==> src/rtl/tx_seq_pkg.sv <==
// Shared symbol constants, control-mux encodings and FSM state type for the
// transmit sequencer.
package tx_seq_pkg;

    localparam logic [7:0] STP = 8'hFB;
    localparam logic [7:0] SDP = 8'h5C;
    localparam logic [7:0] END = 8'hFD;
    localparam logic [7:0] EDB = 8'hFE;
    localparam logic [7:0] SKP = 8'h1C;
    localparam logic [7:0] IDL = 8'h7C;
    localparam logic [7:0] FTS = 8'h3C;
    localparam logic [7:0] COM = 8'hBC;

    localparam logic [1:0] CTRL_DATA  = 2'b00;
    localparam logic [1:0] CTRL_FRAME = 2'b01;
    localparam logic [1:0] CTRL_OS    = 2'b10;
    localparam logic [1:0] CTRL_COM   = 2'b11;

    // SKP symbols that follow the COM of a SKP ordered set.
    localparam int unsigned SKP_OS_CYCLES = 3;

    typedef enum logic [2:0] {
        S_IDLE,
        S_START,
        S_DATA,
        S_END,
        S_SKP_COM,
        S_SKP
    } state_t;

endpackage

==> src/rtl/tx_seq_ctrl_skp_timer.sv <==
// Free-running SKP interval timer: pulses expire once every SKP_INTERVAL
// cycles, counting from reset.
module skp_timer #(
    parameter int unsigned SKP_INTERVAL = 16
) (
    input  logic clk,
    input  logic reset,
    output logic expire
);

    localparam int unsigned CW = $clog2(SKP_INTERVAL);

    logic [CW-1:0] count_q;

    assign expire = (count_q == CW'(SKP_INTERVAL - 1));

    always_ff @(posedge clk) begin
        if (reset || expire) begin
            count_q <= '0;
        end else begin
            count_q <= count_q + CW'(1);
        end
    end

endmodule

==> src/rtl/tx_seq_ctrl.sv <==
// Transmit framing sequencer: STP/SDP, data, END/EDB, with optional SKP
// ordered-set insertion at packet boundaries when TX_SEQ_SKP_EN is defined.
module tx_seq_ctrl
    import tx_seq_pkg::*;
#(
    parameter int unsigned SKP_INTERVAL = 16
) (
    input  logic       clk,
    input  logic       reset,
    input  logic       pkt_req,
    input  logic       pkt_type,
    input  logic [7:0] pkt_len,
    input  logic       pkt_abort,
    output logic       pkt_ack,
    output logic       rd_en,
    output logic [1:0] control,
    output logic [7:0] start_end,
    output logic [7:0] ordered_set,
    output logic [7:0] logical_COM,
    output logic       busy
);

    if (SKP_INTERVAL < 8) begin : g_bad_interval
        $error("tx_seq_ctrl: SKP_INTERVAL must be at least 8");
    end

    state_t     state_q;
    state_t     state_d;
    state_t     boundary_next;
    logic       type_q;
    logic       aborted_q;
    logic [7:0] cnt_q;

`ifdef TX_SEQ_SKP_EN
    logic       skp_expire;
    logic       skp_pending_q;
    logic [1:0] skp_cnt_q;

    skp_timer #(
        .SKP_INTERVAL(SKP_INTERVAL)
    ) u_skp_timer (
        .clk   (clk),
        .reset (reset),
        .expire(skp_expire)
    );

    // Entering SKP_COM services every expiry seen so far.
    always_ff @(posedge clk) begin
        if (reset) begin
            skp_pending_q <= 1'b0;
            skp_cnt_q     <= '0;
        end else begin
            if (state_d == S_SKP_COM) begin
                skp_pending_q <= 1'b0;
            end else if (skp_expire) begin
                skp_pending_q <= 1'b1;
            end
            skp_cnt_q <= (state_q == S_SKP) ? skp_cnt_q + 2'd1 : 2'd0;
        end
    end
`endif

    // NOTE: sequential state uses <= so every register samples pre-edge values.
    always_ff @(posedge clk) begin
        if (reset) begin
            state_q   <= S_IDLE;
            type_q    <= 1'b0;
            aborted_q <= 1'b0;
            cnt_q     <= '0;
        end else begin
            state_q <= state_d;
            if (state_d == S_START) begin
                type_q    <= pkt_type;
                aborted_q <= 1'b0;
                cnt_q     <= (pkt_len == 8'd0) ? 8'd1 : pkt_len;
            end else if (state_q == S_DATA) begin
                cnt_q <= cnt_q - 8'd1;
                if (pkt_abort) begin
                    aborted_q <= 1'b1;
                end
            end
        end
    end

    // SKP takes priority over a waiting packet at every boundary.
    always_comb begin
        boundary_next = pkt_req ? S_START : S_IDLE;
`ifdef TX_SEQ_SKP_EN
        if (skp_pending_q) begin
            boundary_next = S_SKP_COM;
        end
`endif
    end

    always_comb begin
        state_d = state_q;
        unique case (state_q)
            S_IDLE:  state_d = boundary_next;
            S_START: state_d = S_DATA;
            S_DATA: begin
                if (pkt_abort || cnt_q == 8'd1) begin
                    state_d = S_END;
                end
            end
            S_END:   state_d = boundary_next;
`ifdef TX_SEQ_SKP_EN
            S_SKP_COM: state_d = S_SKP;
            S_SKP: begin
                if (skp_cnt_q == 2'(SKP_OS_CYCLES - 1)) begin
                    state_d = pkt_req ? S_START : S_IDLE;
                end
            end
`endif
            default: state_d = S_IDLE;
        endcase
    end

    // NOTE: every output gets a default first so no latch is inferred.
    always_comb begin
        control     = CTRL_OS;
        start_end   = END;
        ordered_set = IDL;
        pkt_ack     = 1'b0;
        rd_en       = 1'b0;
        unique case (state_q)
            S_START: begin
                control   = CTRL_FRAME;
                start_end = type_q ? SDP : STP;
                pkt_ack   = 1'b1;
            end
            S_DATA: begin
                control = CTRL_DATA;
                rd_en   = 1'b1;
            end
            S_END: begin
                control   = CTRL_FRAME;
                start_end = aborted_q ? EDB : END;
            end
`ifdef TX_SEQ_SKP_EN
            S_SKP_COM: control = CTRL_COM;
            S_SKP:     ordered_set = SKP;
`endif
            default: ;
        endcase
    end

    assign busy        = (state_q != S_IDLE);
    assign logical_COM = COM;

endmodule

==> config.mk <==
export PLATFORM = sky130hd
export DESIGN_NAME = tx_seq_ctrl
export DESIGN_NICKNAME = d
export VERILOG_FILES = /design/src/rtl/tx_seq_pkg.sv /design/src/rtl/tx_seq_ctrl_skp_timer.sv /design/src/rtl/tx_seq_ctrl.sv
export SDC_FILE = /design/constraint.sdc
export NUM_CORES = 1
export LEC_CHECK = 0
export CORE_MARGIN = 2
export CORE_UTILIZATION = 42
export DETAILED_ROUTE_END_ITERATION = 8
export GPL_ROUTABILITY_DRIVEN = 0
export PLACE_DENSITY_LB_ADDON = 0.12
export SYNTH_ARGS = -nofsm -noshare
export SYNTH_HDL_FRONTEND = slang
export SYNTH_SLANG_ARGS = --single-unit
==> constraint.sdc <==
create_clock -name clk -period 1.7 [get_ports clk]
set_clock_uncertainty 0.1 [all_clocks]
set_input_delay 0.51 -clock clk [delete_from_list [all_inputs] [get_ports clk]]
set_output_delay 0.51 -clock clk [all_outputs]
set_load 0.02 [all_outputs]
Word-level counts from Yosys, hierarchy flattened
Cells that the tools add are included.
{ "op_classes": {"add_sub_neg": 1, "eq_ne": 5, "muxes": 12, "reduce_logical": 9} }
{ "ops": {"columns": ["op", "count"], "rows": [
  ["8-bit 2-to-1 mux", 4],
  ["8-bit one-hot mux with 2 select lines", 1],
  ["3-bit one-hot mux with 3 select lines", 1],
  ["8-bit by 1-bit equality test with 1-bit output (second input constant)", 1],
  ["8-bit logical NOT", 1],
  ["8-bit by 1-bit subtractor with 8-bit output (second input constant)", 1],
  ["3-bit by 1-bit equality test with 1-bit output (second input constant)", 2],
  ["3-bit by 2-bit equality test with 1-bit output (second input constant)", 2],
  ["2-bit OR reduction", 3],
  ["2-bit one-hot mux with 2 select lines", 1],
  ["3-bit logical NOT", 1],
  ["1-bit 2-to-1 mux", 3],
  ["3-bit 2-to-1 mux", 1],
  ["3-bit nonzero test", 1],
  ["2-bit 2-to-1 mux", 1],
  ["2-bit AND reduction", 1],
  ["2-bit nonzero test", 1],
  ["1-bit logical OR", 1]
]} }
{ "word_totals": {"reg_bits": 13, "inputBits": 13} }

Depth between registers and ports, before layout
{ "depth": {"depth_word": 6, "depth_mapped": 6, "depth_no_buf": 6} }

Worst setup path after synthesis
Ideal clock, no wire load.
{ "synth_timing": {"path_kind": "reg2out", "start": "register state_q[2]", "end": "output start_end[7]", "t_arrival_ns": 1.160, "t_required_ns": 1.090, "path_slack_ns": -0.070, "stages_incl_launch_ff": 6, "path_buffers": 2, "path_cell_list": "dfxtp_1 > buf_6 > nand2b_1 > inv_1 > nand2_1 > buf_4"} }
{ "synth_between": {"elab_chain_len": 2, "word_cells_on_any_way": 3, "cone_classes": "2 x eq/ne; 1 x mux"} }
{ "synth_lines": {"columns": ["item", "line_no", "source"], "rows": [
  ["start, declared", "tx_seq_ctrl.sv:27", "state_t state_q;"],
  ["start signal, assigned", "tx_seq_ctrl.sv:71", "state_q <= state_d;"],
  ["3-bit by 2-bit equality test with 1-bit output / 3-bit by 1-bit equality test with 1-bit output (equally long branches)", "tx_seq_ctrl.sv:125", "unique case (state_q)"],
  ["8-bit one-hot mux with 2 select lines *", "tx_seq_ctrl.sv:125", null],
  ["end, declared", "tx_seq_ctrl.sv:17", "output logic [7:0] start_end,"]
]} }
Every way passes the cells marked *; elsewhere a longest branch is shown, timed or not.

Worst setup path in the final report
{ "layout_timing": {"start": "register state_q[2]", "end": "output busy"} }
{ "layout_between": {"elab_chain_len": 1} }
{ "layout_lines": {"columns": ["item", "line_no", "source"], "rows": [
  ["3-bit nonzero test", "tx_seq_ctrl.sv:147", "assign busy = (state_q != S_IDLE);"],
  ["end, declared", "tx_seq_ctrl.sv:20", "output logic busy"]
]} }
No other way between the ends.

==> results.md <==
- Final Hold Viols: 0
- Period minus WS final: 1840 ps
- Post-synth EDFFs: 0
- Status: complete, but fails checks
- RSZ-0062 raised after global routing: true
- Main synth FF type: dfxtp_1
- Cell area after synthesis: 0.00102 sq mm
- Port bufs: 22
- Post-DRT Antenna Nets: 0
- Worst hold endpoint: cnt_q[7]
- Post-synthesis sequential area ratio: 0.254
- Cells after synthesis: 120
- # nets final: 167
- FMAX: approximately 0.54 GHz
- N_diodes: 0
- Largest net degree at the start of global routing: 13
- Asr flop ratio synth: 0
- Area growth syn-to-layout: 30.5%
- Reg-to-reg startpoint: state_q[0]
- Placeable Area: 0.00225 sq mm
- HPWL after DPL: roughly 1.8 mm
- CTS clk-pin slew, worst paths: 80 ps
- Layout cells sized above 1: 0.351
- Worst reg2reg path endpoint: cnt_q[5]
- Inst Count DP: between 150 and 200
- Utilization after layout: 0.593
- Wire per inst: roughly 13 um
- FF-to-FF setup slack: roughly 140 ps
- Yosys cell types: 47
- Row cnt: 17
- Clock Latency Late Sink: just under 300 ps
- PwrDens: ~600 mW/mm^2
- Pre-Repair DR Iteration Count: 4
- Crit end category: output port
- # IOs: 42
- Fillers: 222
- Critical Path AT: between 1000 and 1500 ps
- DRT iter0 DRCs: 19
- CTS tree: done
- FF-to-FF path depth: 6
- Routed vias: about 900
- Initial antenna violation count: 0
- Synthesis-stage register bit count: 13
- Hold Crit Start: cnt_q[7]
- CTS sink cnt: 13
- Synth warn: 0
- Dpl ws: -386 ps
- Clock root buffer: clkbuf_4
- First-pass GRT wire length: about 3.7 mm
- HP Class: register to register
- Area contributors post-synth: dfxtp_1 25%, buf_4 15%, buf_6 4.4%, nand2_1 3.7%, a21oi_1 2.9%
- Largest fanout on the critical path: 4
- Cts bufs inserted: 3
- Maximum vdd drop: roughly 0.00047 V
- Initial Util: 0.454
- Final setup violation count: 4
- Total die area: around 0.0029 sq mm
- Failing checks: setup timing
- Startpoint types: register
- DRC viols: 0
- Synth area leader: dfxtp_1
- Longest Clk Path Bufs: 2
- Die Width: 53.4 um
- LEAKAGE: roughly 0.55 nW
- Worst Setup Path Type: register to output port
- Final Cycle Share: 1.08
- Total track usage: 0.184
- Mean area per synthesized cell: roughly 8.5 sq um
- WL final: 2.25 mm
- # Max-Cap Violations: 0
- H-Tree Depth: 1
- Finished Layout Cells: 179
- Min-Delay Path Depth: 2
- Die H: between 50 and 60 um
- GRT Residual Overflow: 0
- Final worst slack: -141 ps
- Fin. max-slew vios: 0
- Vias in the first global route: ~810
- DR vias/cell: about 5
- Required @ worst endpoint: about 1100 ps
- Synth top area share: 0.254
-- cells in the final DEF (no fill, tap or decap), types with 3 or more instances in the layout --
| cell type | Yosys | routed |
|---|---|---|
| nor2_1 | 6 | 6 |
| inv_1 | 4 | 3 |
| clkdlybuf4s50_1 | 0 | 8 |
| dlygate4sd2_1 | 0 | 4 |
| a21oi_1 | 6 | 6 |
| clkbuf_4 | 0 | 3 |
| nand2_1 | 10 | 9 |
| buf_4 | 20 | 16 |
| buf_6 | 4 | 6 |
| dfxtp_1 | 13 | 9 |
| nor3_1 | 5 | 4 |
| conb_1 | 2 | 20 |
-- layer usage --
layer	vias up	GRT usage	wire length [um]
met5	-	0	0
met1	428	0.241	1040
li1	439	-	-
met2	29	0.290	1060
met4	0	0.0897	45
met3	5	0.0282	110
-- cell type report --
| class | instances | area, sq um | share of cell area |
|---|---|---|---|
| multi-input cells | 94 | 678 | 0.507 |
| inverters | 4 | 15.0 | 0.0112 |
| clock buffers | 4 | 26.3 | 0.0196 |
| repair buffers | 36 | 313 | 0.234 |
| flip-flops and latches | 13 | 270 | 0.202 |
| well taps | 28 | 35.0 | 0.0262 |
-- kinds of logic (layout without fill, tap and decap cells) --
family	Yosys count	after routing	synth area share
compound gates	23	23	0.154
xor+xnor	4	4	0.0342
fa+ha+maj	3	3	0.0354
buf+inv	31	44	0.219
flops	13	13	0.254
mux	1	1	0.00977
other cells	2	20	0.00733
simple gates	43	43	0.287
-- stage by stage --
stage	cell area [sq um]	power, mW	hold WS (ps)	TNS (ps)
global route	1340	0.832	400	-902
CTS	1280	0.777	381	-431
global placement	1250	0.569	359	-3540
detailed placement	1250	0.571	363	-3800
floorplan	1090	0.522	340	-10.8
finish	1340	0.781	383	-415
-- critical path: stages (launching register included) --
cell,delay (ps)
dfxtp_2,330
buf_6,110
or3_4,370
buf_6,140
-- where the power goes --
part	switching [mW]	internal (mW)	total, mW
Sequential	0.0220	0.320	0.342
Combinational	0.129	0.108	0.237
Clock	0.110	0.0913	0.202
-- synthesized netlist by cell type (3+ instances only) --
cell / n
buf_4: 20
a21oi_1: 6
nor2_1: 6
inv_1: 4
buf_6: 4
dfxtp_1: 13
nor3_1: 5
xnor2_1: 3
nand2_1: 10
-- sequential cells by signal (all words and copies together) (netlist names) --
name,count
aborted_q,1
state_q,3
cnt_q,8
type_q,1
-- repair_timing --
| action | in CTS | in global routing |
|---|---|---|
| buffers inserted | 0 | 1 |
| hold buffers | 0 | 0 |
| resized for setup | 67 | 12 |
| setup endpoints to repair | 11 | 16 |
| pin swaps | 3 | 10 |
-- worst max path at each step --
stage,from,end,cells past startpoint
floorplan,state_q[2],start_end[7],5
global placement,pkt_len[4],cnt_q[0],5
detailed placement,pkt_len[4],cnt_q[0],5
CTS,state_q[2],busy,3
global route,state_q[2],busy,3
finish,state_q[2],busy,3
Note: power is estimated with default switching activity, not from simulation.
